===== src/rtl/match_scorekeeper_pkg.sv =====
// Shared types and constants for the tug-of-war match scorekeeper.
//   state_t   : scorekeeper FSM states
//   SEG_OFF   : blank pattern for an active-low 7-segment display {g,f,e,d,c,b,a}
//   SEG_DIGIT : active-low segment patterns for decimal digits 0..9
package tug_pkg;

  typedef enum logic [1:0] {
    PLAY,
    CELEBRATE,
    RESTART,
    MATCH_OVER
  } state_t;

  localparam logic [6:0] SEG_OFF = 7'b1111111;

  localparam logic [6:0] SEG_DIGIT [0:9] = '{
    7'b1000000,  // 0
    7'b1111001,  // 1
    7'b0100100,  // 2
    7'b0110000,  // 3
    7'b0011001,  // 4
    7'b0010010,  // 5
    7'b0000010,  // 6
    7'b1111000,  // 7
    7'b0000000,  // 8
    7'b0010000   // 9
  };

endpackage


===== src/rtl/match_scorekeeper_if.sv =====
// Signal bundle between the round-winner detector side and the scorekeeper.
//   left_won, right_won : per-round win levels (detector -> scorekeeper)
//   round_reset         : one-cycle playfield/winner clear pulse
//   match_over          : match finished flag, held until Reset
//   HEXL, HEXR          : active-low 7-segment score displays
// master = detector/display side, slave = scorekeeper.
interface match_scorekeeper_if;
  logic       left_won;
  logic       right_won;
  logic       round_reset;
  logic       match_over;
  logic [6:0] HEXL;
  logic [6:0] HEXR;

  modport master (
    output left_won, right_won,
    input  round_reset, match_over, HEXL, HEXR
  );

  modport slave (
    input  left_won, right_won,
    output round_reset, match_over, HEXL, HEXR
  );
endinterface


===== src/rtl/match_scorekeeper_seg7.sv =====
// Combinational decimal digit to active-low 7-segment decoder.
//   value : 4-bit unsigned value
//   seg   : {g,f,e,d,c,b,a}, active low; blank for values above 9
module seg7_digit
  import tug_pkg::*;
(
  input  logic [3:0] value,
  output logic [6:0] seg
);

  always_comb begin
    seg = SEG_OFF;
    if (value <= 4'd9) seg = SEG_DIGIT[value];
  end

endmodule


===== src/rtl/match_scorekeeper.sv =====
// Match scorekeeper: counts round wins per player from the winner levels,
// holds each round result for HOLD_CYCLES, then pulses round_reset, and
// declares the match over once a player reaches MATCH_WINS.
//   clk   : system clock
//   Reset : synchronous, active-high reset
//   bus   : slave side of match_scorekeeper_if (win levels in; round_reset,
//           match_over, HEXL/HEXR out)
module match_scorekeeper
  import tug_pkg::*;
#(
  parameter int unsigned MATCH_WINS  = 3,
  parameter int unsigned HOLD_CYCLES = 4
) (
  input  logic                 clk,
  input  logic                 Reset,
  match_scorekeeper_if.slave   bus
);

  localparam int unsigned    HW        = (HOLD_CYCLES > 1) ? $clog2(HOLD_CYCLES) : 1;
  localparam logic [HW-1:0]  HOLD_LOAD = HW'(HOLD_CYCLES - 1);
  localparam logic [3:0]     WIN_MAX   = 4'(MATCH_WINS);

  state_t        state, state_nx;
  logic [3:0]    score_l, score_r, score_l_nx, score_r_nx;
  logic [HW-1:0] hold, hold_nx;
  logic          prev_l, prev_r;
  logic          win_l_rise, win_r_rise;

  // Edge detect: a level held across many cycles counts once.
  assign win_l_rise = bus.left_won  & ~prev_l;
  assign win_r_rise = bus.right_won & ~prev_r;

  always_ff @(posedge clk) begin
    if (Reset) begin
      state   <= PLAY;
      score_l <= '0;
      score_r <= '0;
      hold    <= '0;
      prev_l  <= 1'b0;
      prev_r  <= 1'b0;
    end else begin
      state   <= state_nx;
      score_l <= score_l_nx;
      score_r <= score_r_nx;
      hold    <= hold_nx;
      prev_l  <= bus.left_won;
      prev_r  <= bus.right_won;
    end
  end

  always_comb begin
    state_nx   = state;
    score_l_nx = score_l;
    score_r_nx = score_r;
    hold_nx    = hold;
    case (state)
      PLAY: begin
        if (win_l_rise || win_r_rise) begin
          // A simultaneous rise is a tie: no score, round is replayed.
          hold_nx  = HOLD_LOAD;
          state_nx = CELEBRATE;
          if (win_l_rise && !win_r_rise && score_l < WIN_MAX) score_l_nx = score_l + 4'd1;
          if (win_r_rise && !win_l_rise && score_r < WIN_MAX) score_r_nx = score_r + 4'd1;
        end
      end
      CELEBRATE: begin
        if (hold == '0) begin
          state_nx = (score_l == WIN_MAX || score_r == WIN_MAX) ? MATCH_OVER : RESTART;
        end else begin
          hold_nx = hold - 1'b1;
        end
      end
      RESTART:    state_nx = PLAY;
      MATCH_OVER: state_nx = MATCH_OVER;
      default:    state_nx = PLAY;
    endcase
  end

  // Moore outputs decoded straight from the state register.
  assign bus.round_reset = (state == RESTART);
  assign bus.match_over  = (state == MATCH_OVER);

  seg7_digit u_hexl (.value(score_l), .seg(bus.HEXL));
  seg7_digit u_hexr (.value(score_r), .seg(bus.HEXR));

endmodule

===== src/flat_wrapper.sv =====
// flat-port wrapper written by rule: the top's interface ports become plain ports
module match_scorekeeper_flat import tug_pkg::*;
#(
  parameter int unsigned MATCH_WINS  = 3,
  parameter int unsigned HOLD_CYCLES = 4
)
  (clk, Reset, bus_left_won, bus_right_won, bus_round_reset, bus_match_over, bus_HEXL, bus_HEXR);
  match_scorekeeper_if bus_i ();
  input  logic clk;
  input  logic Reset;
  input wire logic [$bits(bus_i.left_won)-1:0] bus_left_won;
  input wire logic [$bits(bus_i.right_won)-1:0] bus_right_won;
  output wire logic [$bits(bus_i.round_reset)-1:0] bus_round_reset;
  output wire logic [$bits(bus_i.match_over)-1:0] bus_match_over;
  output wire logic [$bits(bus_i.HEXL)-1:0] bus_HEXL;
  output wire logic [$bits(bus_i.HEXR)-1:0] bus_HEXR;
  assign bus_i.left_won = bus_left_won;
  assign bus_i.right_won = bus_right_won;
  assign bus_round_reset = bus_i.round_reset;
  assign bus_match_over = bus_i.match_over;
  assign bus_HEXL = bus_i.HEXL;
  assign bus_HEXR = bus_i.HEXR;
  match_scorekeeper #(.MATCH_WINS(MATCH_WINS), .HOLD_CYCLES(HOLD_CYCLES)) u_core (.clk(clk), .Reset(Reset), .bus(bus_i));
endmodule

===== config.mk =====
export PLATFORM = sky130hd
export DESIGN_NAME = match_scorekeeper_flat
export DESIGN_NICKNAME = d
export VERILOG_FILES = /design/src/rtl/match_scorekeeper_pkg.sv /design/src/rtl/match_scorekeeper_if.sv /design/src/rtl/match_scorekeeper_seg7.sv /design/src/rtl/match_scorekeeper.sv /design/src/flat_wrapper.sv
export SDC_FILE = /design/constraint.sdc
export NUM_CORES = 1
export LEC_CHECK = 0
export ABC_AREA = 1
export CORE_UTILIZATION = 40
export CTS_CLUSTER_DIAMETER = 40
export CTS_CLUSTER_SIZE = 16
export DETAILED_ROUTE_END_ITERATION = 7
export PLACE_DENSITY_LB_ADDON = 0.25
export SETUP_SLACK_MARGIN = 0.05
export SYNTH_ARGS = -nofsm -noshare
export SYNTH_HDL_FRONTEND = slang
export SYNTH_SLANG_ARGS = --single-unit

===== constraint.sdc =====
create_clock -name clk -period 3.8 [get_ports clk]
set_clock_uncertainty 0.2 [all_clocks]
set_input_delay 0.76 -clock clk [delete_from_list [all_inputs] [get_ports clk]]
set_output_delay 0.76 -clock clk [all_outputs]
set_load 0.02 [all_outputs]

* Word level (Yosys, flattened, before mapping)
Memories as Yosys holds them, arrays and structs flattened.
Index checks and enable logic that the tools add are counted.
** Cells by class
- $add $sub $neg :: 3
- Reduce and logical (&&, ||, !) cells :: 15
- Equality and inequality tests :: 8
- Muxes and demuxes :: 13
- Order comparisons :: 6
- Bitwise gates (word level) :: 6
** Operators with widths (count)
- $mux W7 :: 6
- $ge A5 B5 Y1 const B :: 2
- $not A4 Y5 :: 2
- $reduce_and A3 Y1 :: 3
- $add A4 B1 Y4 const B :: 2
- $eq A4 B2 Y1 const B :: 2
- $le A4 B4 Y1 const B :: 2
- $lt A4 B2 Y1 const B :: 2
- $mux W2 :: 4
- $pmux W2 S4 :: 1
- $eq A2 B2 Y1 const B :: 2
- $logic_and A1 B1 Y1 :: 4
- $logic_not A2 Y1 :: 2
- $ne A2 B1 Y1 const B :: 2
- $pmux W2 S2 :: 1
- $and A1 B1 Y1 :: 2
- $eq A2 B1 Y1 const B :: 1
- $logic_not A1 Y1 :: 2
- $logic_or A1 B1 Y1 :: 2
- $ne A2 B2 Y1 const B :: 1
- $not A1 Y1 :: 2
- $reduce_and A2 Y1 :: 1
- $reduce_bool A2 Y1 :: 1
- $sub A2 B1 Y2 const B :: 1
- $mux W1 :: 1
** Word-level totals
- Bits in read-only memories :: 224
- Logic and storage cells :: 59
- Memories :: 2
- Flip-flop bits (word level) :: 14
- Output and inout port bits :: 16
- Input port bits :: 4
** Memory list
- (no name shown) :: words 16, width 7, rd ports 1, clocked after memory_dff 0, write ports 0, line match_scorekeeper_seg7.sv:13 : if (value <= 4'd9) seg = SEG_DIGIT[value];
- (no name shown) :: words 16, width 7, rd ports 1, clocked after memory_dff 0, write ports 0, line match_scorekeeper_seg7.sv:13

* Logic depth before layout (Yosys ltp)
Gate-level depths: netlist (run 1).
- Depth in word-level cells :: 6
- Gate-level depth with buffers :: 8
- Gate-level depth less buffers :: 8

* Hierarchy
Synthesis (run 1) repeated with hierarchy kept, for this count alone.
** Unflattened totals
- Cell total of the unflattened synthesis :: 150
- Area total of the unflattened synthesis :: 1013.5 sq um
** By module, submodules not included
- match_scorekeeper :: cells each 88, seq. area each 280.3 sq um, area each 620.6 sq um, instances 1
- seg7_digit :: cells each 31, seq. area each 0.0 sq um, area each 196.4 sq um, instances 2

* Least setup slack after synthesis (run 1)
OpenSTA, ideal clock, no wires.
- Path kind :: register to output
- Start point :: register u_core.score_l[0]
- End point :: output bus_HEXL[4]
- Required time :: 2.840 ns
- Arrival time :: 1.553 ns
- Setup slack :: 1.287 ns
- Cell stages (with the launch flop) :: 4
- Buffers on the path :: 0
- Path through :: dfxtp_1 > inv_1 > ha_1 > o311ai_0
** On the way
- Word-level cells in the longest chain between the ends :: 5
- Elaborated cells on any way between the ends :: 6
- Those cells by class :: 1 x order compare; 3 x mux; 1 x bitwise; 1 x memory
** RTL lines
- start, declared :: line match_scorekeeper.sv:24 : logic [3:0] score_l, score_r, score_l_nx, score_r_nx;
- start signal, assigned :: line match_scorekeeper.sv:43 : score_l <= score_l_nx;
- $not A4 Y5 (implied by the code) :: line match_scorekeeper_seg7.sv:13
- $mem_v2 Z16 W7
- $mux W7 (implied by the code) (2 in series) :: line match_scorekeeper_seg7.sv:13
- $mux W7 (*) :: line match_scorekeeper_seg7.sv:13
- end, declared :: line flat_wrapper.sv:15 : output wire logic [$bits(bus_i.HEXL)-1:0] bus_HEXL;
Mark *: on every way between the ends. The rest lies on a longest branch, timed or not. The select of a mux whose other input is x is not followed.

* Final worst setup path (run 1)
Ends and elaborated chain as after synthesis.

==> run summary, run 1 <==
outcome: completed
Post-synth top cells: nand2_1, inv_1, nor2_1
met2 WL: 999 um
sequential element share of the synthesized area: 0.293
grt ovf: 0
P per Cell Area: 363 nW/um^2
Root Buffer: clkbuf_4
Synth top area share: 0.293
CP max stage cell: clkdlybuf4s50_1
first-pass GRT wire length: 3490 um
nets: 182
vias in the first global route: 833
normalized max-slew margin: 0.723
Setup TNS Final: 0 ns
Final Hold Viols: 0
Worst-Skew Late Latency: 0.28 ns
Synth Instances: 143
drt first pass iters: 4
Worst Hold Class: register to register
DP HPWL: 1600 um
post-route cell area: 1200 sq um
Final period util: 0.812
initial antenna violation count: 0
WP buf/inv: 2
CP startpoint kind: register
worst-margin pin slew: 0.414 ns
RSZ-0062 raised after global routing: no
syn_area_per_cell: 6.68 sq um
via-per-instance ratio: 4.84
Setup Viol. Count Final: 0
core area: 2230 sq um
crit end category: primary output
utilization after layout: 0.536
Total Wirelength: 2000 um
register bit total from synthesis: 14
Initial Util: 0.428
largest net degree at the start of global routing: 11
post-synthesis cell area: 956 sq um
WL met3: 53 um
Cell Rows: 17
via count: 929
Tmin final: 3.09 ns
YS warnings: 0
GR Util All Layers: 0.183
Met1 Wirelength: 907 um
CTS tree: done
Post-CTS Hold Fix Bufs: 0
Synth Flop Type: dfxtp_1
top-count cell post-synth: nand2_1
GPL Wtd Cong: 0.867
Area contributors post-synth: dfxtp_1, ha_1, nand2_1, inv_1, o21ai_0
crit path max fanout: 7
n_diodes: 0
CTS buffer count: 3
postcts setup bufs: 0
# IOs: 20
Max-Cap Viols: 0
synthesized net count: 159
H-tree levels: 1
# DRC: 0
LEAKAGE: 0.598 nW
clock sinks: 14
kind of critical path: register to primary output
cells along the critical path: inv_1 -> ha_1 -> nand2_1 -> nand3_1 -> o311ai_0 -> clkdlybuf4s50_1
biggest cell delay along the critical path: 0.66 ns
# port buffers: 19
Netlist cell types: 17
CTS Buffer Depth: 2
leading area contributor after synthesis: dfxtp_1
share of layout cells above drive strength 1: 0.0549
Layout Area Growth over Synthesis: 25.1%
die area: 2590 sq um
max frequency: 324 MHz
crit-path leading delay family: buffers and inverters
worst ir drop on vdd: 0.203 mV
share of flip-flops with an asynchronous set or reset: 0
max layer used: met4
crit path DAT: 2.13 ns
Die W: 50.9 um
DR WL/cell: 10.4 um
Reg clk slew, reported paths: 0.08 ns
Worst Path Required: 2.84 ns
post_cts resized: 0
Post-synth EDFFs: 0
dpl cell area: 1170 sq um
Slew Viols, Final: 0
Die Y: 50.9 um
final antenna-violating net count: 0
DRT iter0 DRCs: 17
where the power goes:
group	leakage (nW)	switching (mW)	total, mW	internal (mW)
logic	0.469	0.0977	0.172	0.0743
registers	0.115	0.0169	0.179	0.162
clock network	0.0138	0.0466	0.0834	0.0368
total	0.598	0.161	0.434	0.273
area by class of cell:
type                    instances  area [sq um]
clock buffers                   3          22.5
flip-flops and latches         14           280
inverters                      28           105
fillers                       224          1040
multi-input cells             100           563
well taps                      28          35.0
repair buffers                 19           190
final timing paths:
| path | start | end | slack (ns) | cells after the start |
|---|---|---|---|---|
| setup reg to reg | u_core.score_l[0]$_SDFFE_PP0P_ | u_core.score_l[1]$_SDFFE_PP0P_ | 2.37 | 7 |
| hold / removal | u_core.score_l[3]$_SDFFE_PP0P_ | u_core.score_l[3]$_SDFFE_PP0P_ | 0.34 | 2 |
| hold reg to reg | u_core.score_l[3]$_SDFFE_PP0P_ | u_core.score_l[3]$_SDFFE_PP0P_ | 0.34 | 2 |
| setup / recovery | u_core.score_l[0]$_SDFFE_PP0P_ | bus_HEXL[4] | 0.71 | 6 |
flip-flops by register name (all words and copies together), names as in the netlist:
| signal | count |
|---|---|
| u_core.hold | 2 |
| u_core.prev_l | 1 |
| u_core.prev_r | 1 |
| u_core.score_l | 4 |
| u_core.score_r | 4 |
| u_core.state | 2 |
worst register-to-register path: cells and delay by family, from the launching register on:
family                     cells  cell delay (ns)
buffers and inverters          2             0.13
and+or+nand+nor                4             0.37
DFF                            1             0.38
adders and majority gates      1             0.25
metrics by stage:
| step | cells | hold slack, ns | worst slack (ns) | power (mW) |
|---|---|---|---|---|
| 3_3_place_gp | 189 | 0.300 | 1.12 | 0.350 |
| 6_report | 192 | 0.341 | 0.715 | 0.434 |
| 5_1_grt | 192 | 0.355 | 0.574 | 0.469 |
| 4_1_cts | 192 | 0.328 | 0.723 | 0.440 |
| 2_1_floorplan | 143 | 0.265 | 1.29 | 0.295 |
| 3_5_place_dp | 189 | 0.310 | 1.05 | 0.355 |
layer usage:
metal	track usage	vias to the layer above
li1	-	489
met1	0.208	421
met2	0.309	15
met3	0.0387	4
met4	0.116	0
met5	0	-
cell families after synthesis:
group	Yosys count	share of synthesized area
simple gates	64	0.295
buf+inv	29	0.118
compound gates	24	0.137
flops	14	0.293
fa+ha+maj	12	0.157
cells in the final DEF (no fill, tap or decap):
cell type        count
nand4_1              1
clkbuf_4             3
a21oi_1              4
inv_1               28
dfxtp_1             14
nand2_1             29
nor2_2               2
nor3_1               1
nor2_1              20
nand2_2              1
o21ai_0             17
nor2_4               1
nor3_4               1
o311ai_0             2
ha_1                12
nand3_1              8
clkdlybuf4s50_1     19
a21oi_2              1
No activity file was read; power rests on OpenSTA's default activity.
==> inputs of run 2 (changes only) <==
==> constraint.sdc (replaced) <==
create_clock -name clk -period 2.8 [get_ports clk]
set_clock_uncertainty 0.2 [all_clocks]
set_input_delay 0.56 -clock clk [delete_from_list [all_inputs] [get_ports clk]]
set_output_delay 0.56 -clock clk [all_outputs]
set_load 0.02 [all_outputs]
==> run summary, run 2 (same netlist as run 1, synthesis figures left out) <==
Die Y: 50.9 um (unchanged)
nets: 182 (unchanged)
CTS Buffer Depth: 2 (unchanged)
Worst Path Required: 2.04 ns (was 2.84 ns)
# IOs: 20 (unchanged)
H-tree levels: 1 (unchanged)
# port buffers: 19 (unchanged)
crit path DAT: 1.81 ns (was 2.13 ns)
CTS buffer count: 3 (unchanged)
commonest non-fill, non-tap cell in the layout: nand2_1 (unchanged)
DRT iter0 DRCs: 19 (was 17)
GR Util All Layers: 0.184 (was 0.183)
via count: 916 (was 929)
reg2reg path depth: 6 (was 7)
crit path max fanout: 7 (unchanged)
n_diodes: 0 (unchanged)
cell count after placement: 189 (unchanged)
CP max stage cell: dfxtp_1 (was clkdlybuf4s50_1)
Final Hold Viols: 0 (unchanged)
Worst Hold Class: register to register (unchanged)
DP HPWL: 1570 um (was 1600 um)
kind of critical path: register to primary output (unchanged)
Die W: 50.9 um (unchanged)
DR WL/cell: 10.1 um (was 10.4 um)
grt ovf: 0 (unchanged)
WP buf/inv: 2 (unchanged)
most frequent cells in the layout: nand2_1, inv_1, nor2_1, o21ai_0, dfxtp_1 (was nand2_1, inv_1, nor2_1, clkdlybuf4s50_1, o21ai_0)
via-per-instance ratio: 4.75 (was 4.84)
RSZ-0062 raised after global routing: no (unchanged)
normalized max-slew margin: 0.701 (was 0.723)
CP startpoint kind: register (unchanged)
Initial Util: 0.428 (unchanged)
crit end category: primary output (unchanged)
WHS Endpoint: u_core.hold[0]$_SDFFE_PP0P_ (was u_core.score_l[3]$_SDFFE_PP0P_)
vias in the first global route: 858 (was 833)
drt first pass iters: 4 (unchanged)
Setup Viol. Count Final: 0 (unchanged)
Final period util: 0.918
Worst Hold Launch: u_core.hold[0]$_SDFFE_PP0P_ (was u_core.score_l[3]$_SDFFE_PP0P_)
Tmin final: 2.57 ns
Post-CTS Hold Fix Bufs: 0 (unchanged)
Worst-Skew Late Latency: 0.29 ns (was 0.28 ns)
Reg clk slew, reported paths: 0.09 ns (was 0.08 ns)
max frequency: 389 MHz
P per Cell Area: 508 nW/um^2 (was 363 nW/um^2)
initial antenna violation count: 0 (unchanged)
Largest regs: u_core.score_l (4), u_core.score_r (4) (unchanged)
multi-input logic area: 563 sq um (unchanged)
FF-to-FF Start: u_core.hold[0]$_SDFFE_PP0P_ (was u_core.score_l[0]$_SDFFE_PP0P_)
Max-Cap Viols: 0 (unchanged)
Root Buffer: clkbuf_4 (unchanged)
CTS tree: done (unchanged)
crit-path leading delay family: buffers and inverters (unchanged)
Total Wirelength: 1950 um (was 2000 um)
biggest cell delay along the critical path: 0.43 ns (was 0.66 ns)
share of layout cells above drive strength 1: 0.0606 (was 0.0549)
cells along the critical path: inv_1 -> ha_1 -> nand2_1 -> nand3_1 -> o311ai_0 -> dlygate4sd2_1 (was inv_1 -> ha_1 -> nand2_1 -> nand3_1 -> o311ai_0 -> clkdlybuf4s50_1)
flop2flop setup slack: 1.38 ns (was 2.37 ns)
LEAKAGE: 0.678 nW (was 0.598 nW)
Reg-to-Reg End: u_core.hold[1]$_SDFFE_PP0P_ (was u_core.score_l[1]$_SDFFE_PP0P_)
Worst Hold Depth: 3 (was 2)
worst ir drop on vdd: 0.289 mV (was 0.203 mV)
register area: 280 sq um (unchanged)
first-pass GRT wire length: 3510 um (was 3490 um)
Slew Viols, Final: 0 (unchanged)
final antenna-violating net count: 0 (unchanged)
outcome: completed (unchanged)
# DRC: 0 (unchanged)
GPL Wtd Cong: 0.867 (unchanged)
postcts setup bufs: 0 (unchanged)
Finished Layout Cells: 193 (was 192)
worst-margin pin slew: 0.447 ns (was 0.414 ns)
largest net degree at the start of global routing: 11 (unchanged)
clock sinks: 14 (unchanged)
Setup TNS Final: 0 ns (unchanged)
filler instances: 211 (was 224)
core area: 2230 sq um (unchanged)
die area: 2590 sq um (unchanged)
total chip power: 0.609 mW (was 0.434 mW)
Cell Rows: 17 (unchanged)
Layout Area Growth over Synthesis: 25.5% (was 25.1%)
[run 2: area by class of cell]
| cell class | count | share of cell area |
|---|---|---|
| clock buffers | 4 | 0.0302 |
| inverters | 28 | 0.0876 |
| multi-input cells | 100 | 0.469 |
| well taps | 28 | 0.0292 |
| repair buffers | 19 | 0.150 |
| flip-flops and latches | 14 | 0.234 |
[run 2: routing by layer]
layer | routed length, um | GRT usage | vias up
li1 | - | - | 490
met1 | 931 | 0.211 | 406
met2 | 911 | 0.316 | 16
met3 | 58 | 0.0357 | 4
met4 | 46 | 0.111 | 0
met5 | 0 | 0 | -
[run 2: worst max path at each step]
stage	start	endpoint	depth (start not counted)
2_1_floorplan	u_core.score_l[0]$_SDFFE_PP0P_	bus_HEXL[4]	3
3_3_place_gp	u_core.score_l[0]$_SDFFE_PP0P_	bus_HEXL[4]	6
3_5_place_dp	u_core.score_l[0]$_SDFFE_PP0P_	bus_HEXL[4]	6
4_1_cts	u_core.score_r[0]$_SDFFE_PP0P_	bus_HEXR[2]	6
5_1_grt	u_core.score_r[1]$_SDFFE_PP0P_	bus_HEXR[4]	6
6_report	u_core.score_l[0]$_SDFFE_PP0P_	bus_HEXL[4]	6
[run 2: stage by stage]
stage	hold WS (ns)	cell area [sq um]	worst slack, ns	util
global placement	0.300	1170	0.324	0.525
finish	0.319	1200	0.231	0.537
global route	0.335	1200	0.0782	0.537
detailed placement	0.305	1170	0.254	0.525
CTS	0.321	1190	0.0784	0.535
floorplan	0.265	956	0.487	-
[run 2: timing repair]
item / CTS / global route
setup endpoints to repair: 12 / 2
resized for setup: 12 / 2
gates cloned: 0 / 0
[run 2: where the power goes]
part | internal, mW | switching (mW) | leakage [nW] | total, mW
clock | 0.0793 | 0.0699 | 0.0210 | 0.149
sequential | 0.220 | 0.0227 | 0.115 | 0.243
combinational | 0.0856 | 0.131 | 0.542 | 0.217
[run 2: worst reg2reg max path, cell delays in order (launching register included)]
cell and delay, ns:
dfxtp_1 0.34, inv_1 0.06, ha_1 0.23, nor3_4 0.25, nand4_1 0.12, nand3_1 0.10, inv_1 0.04
==> inputs of run 3 (changes only) <==
--- a/config.mk
+++ b/config.mk
@@ -6,6 +6,7 @@
 export NUM_CORES = 1
 export LEC_CHECK = 0
 export ABC_AREA = 1
+export CAP_MARGIN = 10
 export CORE_UTILIZATION = 40
 export CTS_CLUSTER_DIAMETER = 40
 export CTS_CLUSTER_SIZE = 16
==> results of run 3 <==
Same layout as run 2: the final DEF is identical, and so are final timing and power.
